### src/rtl/usb_rx_pkg.sv
// Shared types and default constants for the USB receive controller.
package usb_rx_pkg;

    localparam int NUM_BITS       = 8;
    localparam int STUFF_LIMIT    = 6;
    localparam int SYNC_MIN_ZEROS = 5;

    typedef enum logic [1:0] {
        IDLE      = 2'd0,
        SYNC_HUNT = 2'd1,
        RECEIVE   = 2'd2,
        DRAIN     = 2'd3
    } state_t;

endpackage

### src/rtl/flex_counter.sv
// Up-counter that runs 0..rollover_val-1 and flags the wrapping increment.
module flex_counter #(
    parameter int NUM_CNT_BITS = 4
) (
    input  logic                    clk,
    input  logic                    n_rst,
    input  logic                    clear,
    input  logic                    count_enable,
    input  logic [NUM_CNT_BITS-1:0] rollover_val,
    output logic [NUM_CNT_BITS-1:0] count_out,
    output logic                    rollover_flag
);

    logic [NUM_CNT_BITS-1:0] r_count;
    logic                    w_last;

    assign w_last        = (r_count == rollover_val - 1'b1);
    assign rollover_flag = count_enable & ~clear & w_last;
    assign count_out     = r_count;

    always_ff @(posedge clk or negedge n_rst) begin
        if (!n_rst) begin
            r_count <= '0;
        end else if (clear) begin
            r_count <= '0;
        end else if (count_enable) begin
            r_count <= w_last ? '0 : r_count + 1'b1;
        end
    end

endmodule

### src/rtl/usb_rx_ctrl.sv
// USB receive control: SYNC hunt, bit-unstuffing and byte/packet framing
// for a decoded bit stream feeding an external serial-to-parallel register.
module usb_rx_ctrl #(
    parameter int NUM_BITS       = usb_rx_pkg::NUM_BITS,
    parameter int STUFF_LIMIT    = usb_rx_pkg::STUFF_LIMIT,
    parameter int SYNC_MIN_ZEROS = usb_rx_pkg::SYNC_MIN_ZEROS
) (
    input  logic clk,
    input  logic n_rst,
    input  logic d_valid,
    input  logic d_bit,
    input  logic eop,
    output logic shift_enable,
    output logic rx_active,
    output logic byte_ready,
    output logic rx_done,
    output logic rx_error
);

    import usb_rx_pkg::*;

    localparam int BC_W = $clog2(NUM_BITS + 1);
    localparam int OC_W = $clog2(STUFF_LIMIT + 1);
    localparam int ZC_W = $clog2(SYNC_MIN_ZEROS + 1);

    state_t            r_state, w_next;
    logic [ZC_W-1:0]   r_zeros, w_zeros_nx;
    logic [OC_W-1:0]   r_ones, w_ones_nx;
    logic [BC_W-1:0]   w_bit_cnt;
    logic              w_sync_det, w_done_nx, w_err_nx;
    logic              w_stuff, w_wrap, w_bit;
    logic              r_active, r_byte, r_done, r_err;

    assign w_stuff      = (r_ones == OC_W'(STUFF_LIMIT));
    assign w_bit        = d_valid & ~eop;
    assign shift_enable = w_bit & (r_state == RECEIVE) & ~w_stuff;

    flex_counter #(
        .NUM_CNT_BITS (BC_W)
    ) u_bit_cnt (
        .clk           (clk),
        .n_rst         (n_rst),
        .clear         (w_sync_det),
        .count_enable  (shift_enable),
        .rollover_val  (BC_W'(NUM_BITS)),
        .count_out     (w_bit_cnt),
        .rollover_flag (w_wrap)
    );

    always_comb begin
        w_next     = r_state;
        w_zeros_nx = r_zeros;
        w_ones_nx  = r_ones;
        w_sync_det = 1'b0;
        w_done_nx  = 1'b0;
        w_err_nx   = 1'b0;
        case (r_state)
            IDLE: begin
                if (w_bit && !d_bit) begin
                    w_next     = SYNC_HUNT;
                    w_zeros_nx = ZC_W'(1);
                end
            end
            SYNC_HUNT: begin
                if (eop) begin
                    w_next = IDLE;
                end else if (d_valid && !d_bit) begin
                    if (r_zeros < ZC_W'(SYNC_MIN_ZEROS))
                        w_zeros_nx = r_zeros + 1'b1;
                end else if (d_valid) begin
                    if (r_zeros >= ZC_W'(SYNC_MIN_ZEROS)) begin
                        w_next     = RECEIVE;
                        w_sync_det = 1'b1;
                        // SYNC's closing 1 counts toward the stuffing run
                        w_ones_nx  = OC_W'(1);
                    end else begin
                        w_next = IDLE;
                    end
                end
            end
            RECEIVE: begin
                if (eop) begin
                    w_next    = IDLE;
                    w_done_nx = (w_bit_cnt == '0);
                    w_err_nx  = (w_bit_cnt != '0);
                end else if (d_valid && w_stuff) begin
                    if (d_bit) begin
                        w_err_nx = 1'b1;
                        w_next   = DRAIN;
                    end else begin
                        w_ones_nx = '0;
                    end
                end else if (d_valid) begin
                    w_ones_nx = d_bit ? r_ones + 1'b1 : '0;
                end
            end
            DRAIN: begin
                if (eop)
                    w_next = IDLE;
            end
            default: w_next = IDLE;
        endcase
    end

    always_ff @(posedge clk or negedge n_rst) begin
        if (!n_rst) begin
            r_state  <= IDLE;
            r_zeros  <= '0;
            r_ones   <= '0;
            r_active <= 1'b0;
            r_byte   <= 1'b0;
            r_done   <= 1'b0;
            r_err    <= 1'b0;
        end else begin
            r_state  <= w_next;
            r_zeros  <= w_zeros_nx;
            r_ones   <= w_ones_nx;
            r_active <= (w_next == RECEIVE) || (w_next == DRAIN);
            r_byte   <= w_wrap;
            r_done   <= w_done_nx;
            r_err    <= w_err_nx;
        end
    end

    assign rx_active  = r_active;
    assign byte_ready = r_byte;
    assign rx_done    = r_done;
    assign rx_error   = r_err;

endmodule

### config.mk
export PLATFORM = sky130hd
export DESIGN_NAME = usb_rx_ctrl
export DESIGN_NICKNAME = d
export VERILOG_FILES = /design/src/rtl/usb_rx_pkg.sv /design/src/rtl/flex_counter.sv /design/src/rtl/usb_rx_ctrl.sv
export SDC_FILE = /design/constraint.sdc
export NUM_CORES = 1
export LEC_CHECK = 0
export ABC_AREA = 1
export CAP_MARGIN = 20
export CORE_MARGIN = 1
export CORE_UTILIZATION = 40
export DETAILED_ROUTE_END_ITERATION = 8
export GPL_ROUTABILITY_DRIVEN = 0
export HOLD_SLACK_MARGIN = 0.12
export SYNTH_ARGS = -nofsm -noshare
export SYNTH_HDL_FRONTEND = slang
export SYNTH_SLANG_ARGS = --single-unit
### constraint.sdc
create_clock -name clk -period 1.6 [get_ports clk]
set_input_delay 0.32 -clock clk [delete_from_list [all_inputs] [get_ports clk]]
set_output_delay 0.32 -clock clk [all_outputs]
set_load 0.05 [all_outputs]
==> metrics.csv <==
metric,value,unit
startpoint type of the worst setup path,flop,
placed inst area,0.001205,mm²
Max Slew Vio Count,0,
Sw Ratio,0.3737,
DRC violations left,0,
H-tree levels,1,
vias in the first global route,862,
Flop pwr share,0.413,
DR vias,868,
worst reg2reg path startpoint,r_ones[0]$_DFFE_PN0P_,
total grt overflow,0,
crit path from,r_ones[1]$_DFFE_PN0P_,
Setup WS post-layout,0.00002365,ns
Initial Utilization,0.4428,
Place WS,-0.1298,ns
register area,401.6,µm²
Inserted Clock Buffers,3,
critical path arrival,1.28,ns
footprint of the multi-input gates,578.1,µm²
"area leader, netlist",dfrtp_1,
DRT antenna net count,0,
core area,0.002297,mm²
R2R depth,9,
Slew Limit Headroom,0.7649,
Mapped Avg Cell Area,8.010,µm²
clock power share,0.216,
TritonCTS clock tree,yes,
"Seq/Total Area, Yosys",0.3936,
Ys Warns,0,
CP max FO,2,
Worst Tran Pin Value,0.3527,ns
"EDFF count, synth",0,
WS Path Type,reg -> out,
RSZ-0062 raised after global routing,yes,
Max-Cap Viols,0,
global-route wire length before repair,3560,µm
worst vdd ir,527.4,µV
WHS,0.3342,ns
synth unique cells,24,
Psw,0.0004811,W
Syn Inst Count,127,
r2r endpoint,r_ones[2]$_DFFE_PN0P_,
setup TNS,0,ns
average vias per placed instance,4.822,
synthesis-to-layout area growth,27.68,%
Gate power share,0.371,
setup skew after layout,0.001806,ns
final setup violation count,0,
register bit count reported by yosys,16,
"Primary FF master, synth",dfrtp_1,
clk buf depth,2,
most frequent cells in the layout,"nand2_1 (26), buf_4 (17), dfrtp_1 (15)",
CP Capture Point,shift_enable,
Initial DRC Count,11,
CTS Root Buffer Type,clkbuf_4,
Syn Nets,138,
fill count,233,
Rows,17,
clock-pin slew on the worst setup and hold paths,0.10,ns
1st-pass router iterations,4,
GRT Total Usage,0.1824,
endpoints failing hold,0,
status,"complete, no violations",
Power Density,991.3,mW/mm²
"Req. time, crit path",1.28,ns
"Hold-fix buffers, CTS",0,
I/O pin count,10,
layout cells sized above 1,0.3158,
Worst Hold Class,in -> async,
clock latency on the worst-skew pair,0.29,ns
drt wl/cell,11.39,µm
"commonest non-fill, non-tap cell in the layout",nand2_1,
Final Util,0.5654,
DP HPWL,1526,µm
R2R Setup Slk,0.24,ns
Routed Wire Length,2051,µm
Antenna diodes,0,
fmax,0.6250,GHz
DIE AREA,0.002749,mm²
Tmin final,1.600,ns
Internal Power,0.0008063,W
Post-Syn Area,0.001017,mm²
Final Cell Area,0.001299,mm²
clk sinks,16,
die height,52.43,µm
CP endpoint kind,output port,
die width,52.43,µm
initial antenna violation count,0,
post-synth top area share,0.3936,
nets,164,
Port Buf Inserts,9,
pin count of the biggest net entering global routing,17,
fraction of registers with async set or reset after synthesis,1.000,
Synth area leaders,"dfrtp_1 (39%), nand2_1 (10%), ha_1 (7.4%), nand3_1 (6.4%), nor2_1 (4.4%)",
Tcrit/Tclk final,1.000,
leakage,0.6518,nW
logic make-up (layout without fill, tap and decap cells):
group | Yosys count | count (layout) | synth area share
xor+xnor | 2 | 2 | 0.01722
buf+inv | 17 | 42 | 0.06518
simple gates | 70 | 70 | 0.3555
compound gates | 16 | 16 | 0.09472
fa+ha+maj | 6 | 6 | 0.07380
flops | 16 | 16 | 0.3936
sequential cells by signal (all words and copies together) (netlist names):
register             flops
r_ones                   3
r_zeros                  3
rx_done                  1
u_bit_cnt.count_out      4
rx_active                1
rx_error                 1
byte_ready               1
r_state                  2
stage by stage:
| step | total power [W] | std cells |
|---|---|---|
| CTS | 0.001303 | 180 |
| global placement | 0.0009716 | 172 |
| finish | 0.001287 | 180 |
| floorplan | 0.0008612 | 127 |
| global route | 0.001378 | 180 |
| detailed placement | 0.0009865 | 172 |
per-layer routing:
metal	GRT usage	up-vias	part of all wire
met5	0	-	0
li1	-	460	-
met2	0.2954	10	0.47
met3	0.02899	4	0.025
met4	0.1184	0	0.027
met1	0.2210	394	0.48
final cells by class:
cell class | count | share of cell area
Inverter | 16 | 0.04721
Multi-Input combinational cell | 94 | 0.4451
Timing Repair Buffer | 22 | 0.1435
Clock buffer | 4 | 0.02794
Tap cell | 28 | 0.02697
Sequential cell | 16 | 0.3092
Yosys cell counts (3+ instances only):
library cell / number
dfrtp_1: 16
nand2_1: 28
nor2_1: 12
nand2_4: 3
inv_1: 11
ha_1: 6
nand2_2: 3
inv_2: 4
nor2_4: 4
o21ai_0: 5
o21ai_2: 3
nand3_1: 13
o21ai_1: 4
worst min path at each step:
| stage | slack (ns) | start | end | cells past startpoint |
|---|---|---|---|---|
| after CTS | 0.33 | n_rst | r_ones[1]$_DFFE_PN0P_ | 2 |
| after floorplan | 0.02 | n_rst | byte_ready$_DFF_PN0_ | 0 |
| final | 0.33 | n_rst | r_state[0]$_DFF_PN0_ | 2 |
| after global routing | 0.35 | n_rst | r_ones[1]$_DFFE_PN0P_ | 2 |
| after detailed placement | 0.50 | r_ones[0]$_DFFE_PN0P_ | r_ones[0]$_DFFE_PN0P_ | 2 |
| after global placement | 0.49 | r_ones[0]$_DFFE_PN0P_ | r_ones[0]$_DFFE_PN0P_ | 2 |
critical path, cell delays in order, from the launching register on:
cell and delay [ns]:
dfrtp_1 0.43, ha_4 0.18, nand2_4 0.07, nand2_4 0.05, nor2_4 0.12, buf_12 0.14
power by group through the flow:
| stage | sequential (W) | clock (W) | combinational (W) |
|---|---|---|---|
| 2_1_floorplan | 0.000540 | 0 | 0.000321 |
| 3_3_place_gp | 0.000538 | 0 | 0.000434 |
| 3_5_place_dp | 0.000538 | 0 | 0.000449 |
| 4_1_cts | 0.000530 | 0.000290 | 0.000483 |
| 5_1_grt | 0.000540 | 0.000299 | 0.000538 |
| 6_report | 0.000532 | 0.000278 | 0.000478 |
what timing repair did:
item                       CTS  global route
gates resized for setup      9             0
gates cloned                 0             0
pin swaps                    3             0
setup endpoints to repair    1             1
setup buffers                4             0
(Power assumes the default switching activity.)
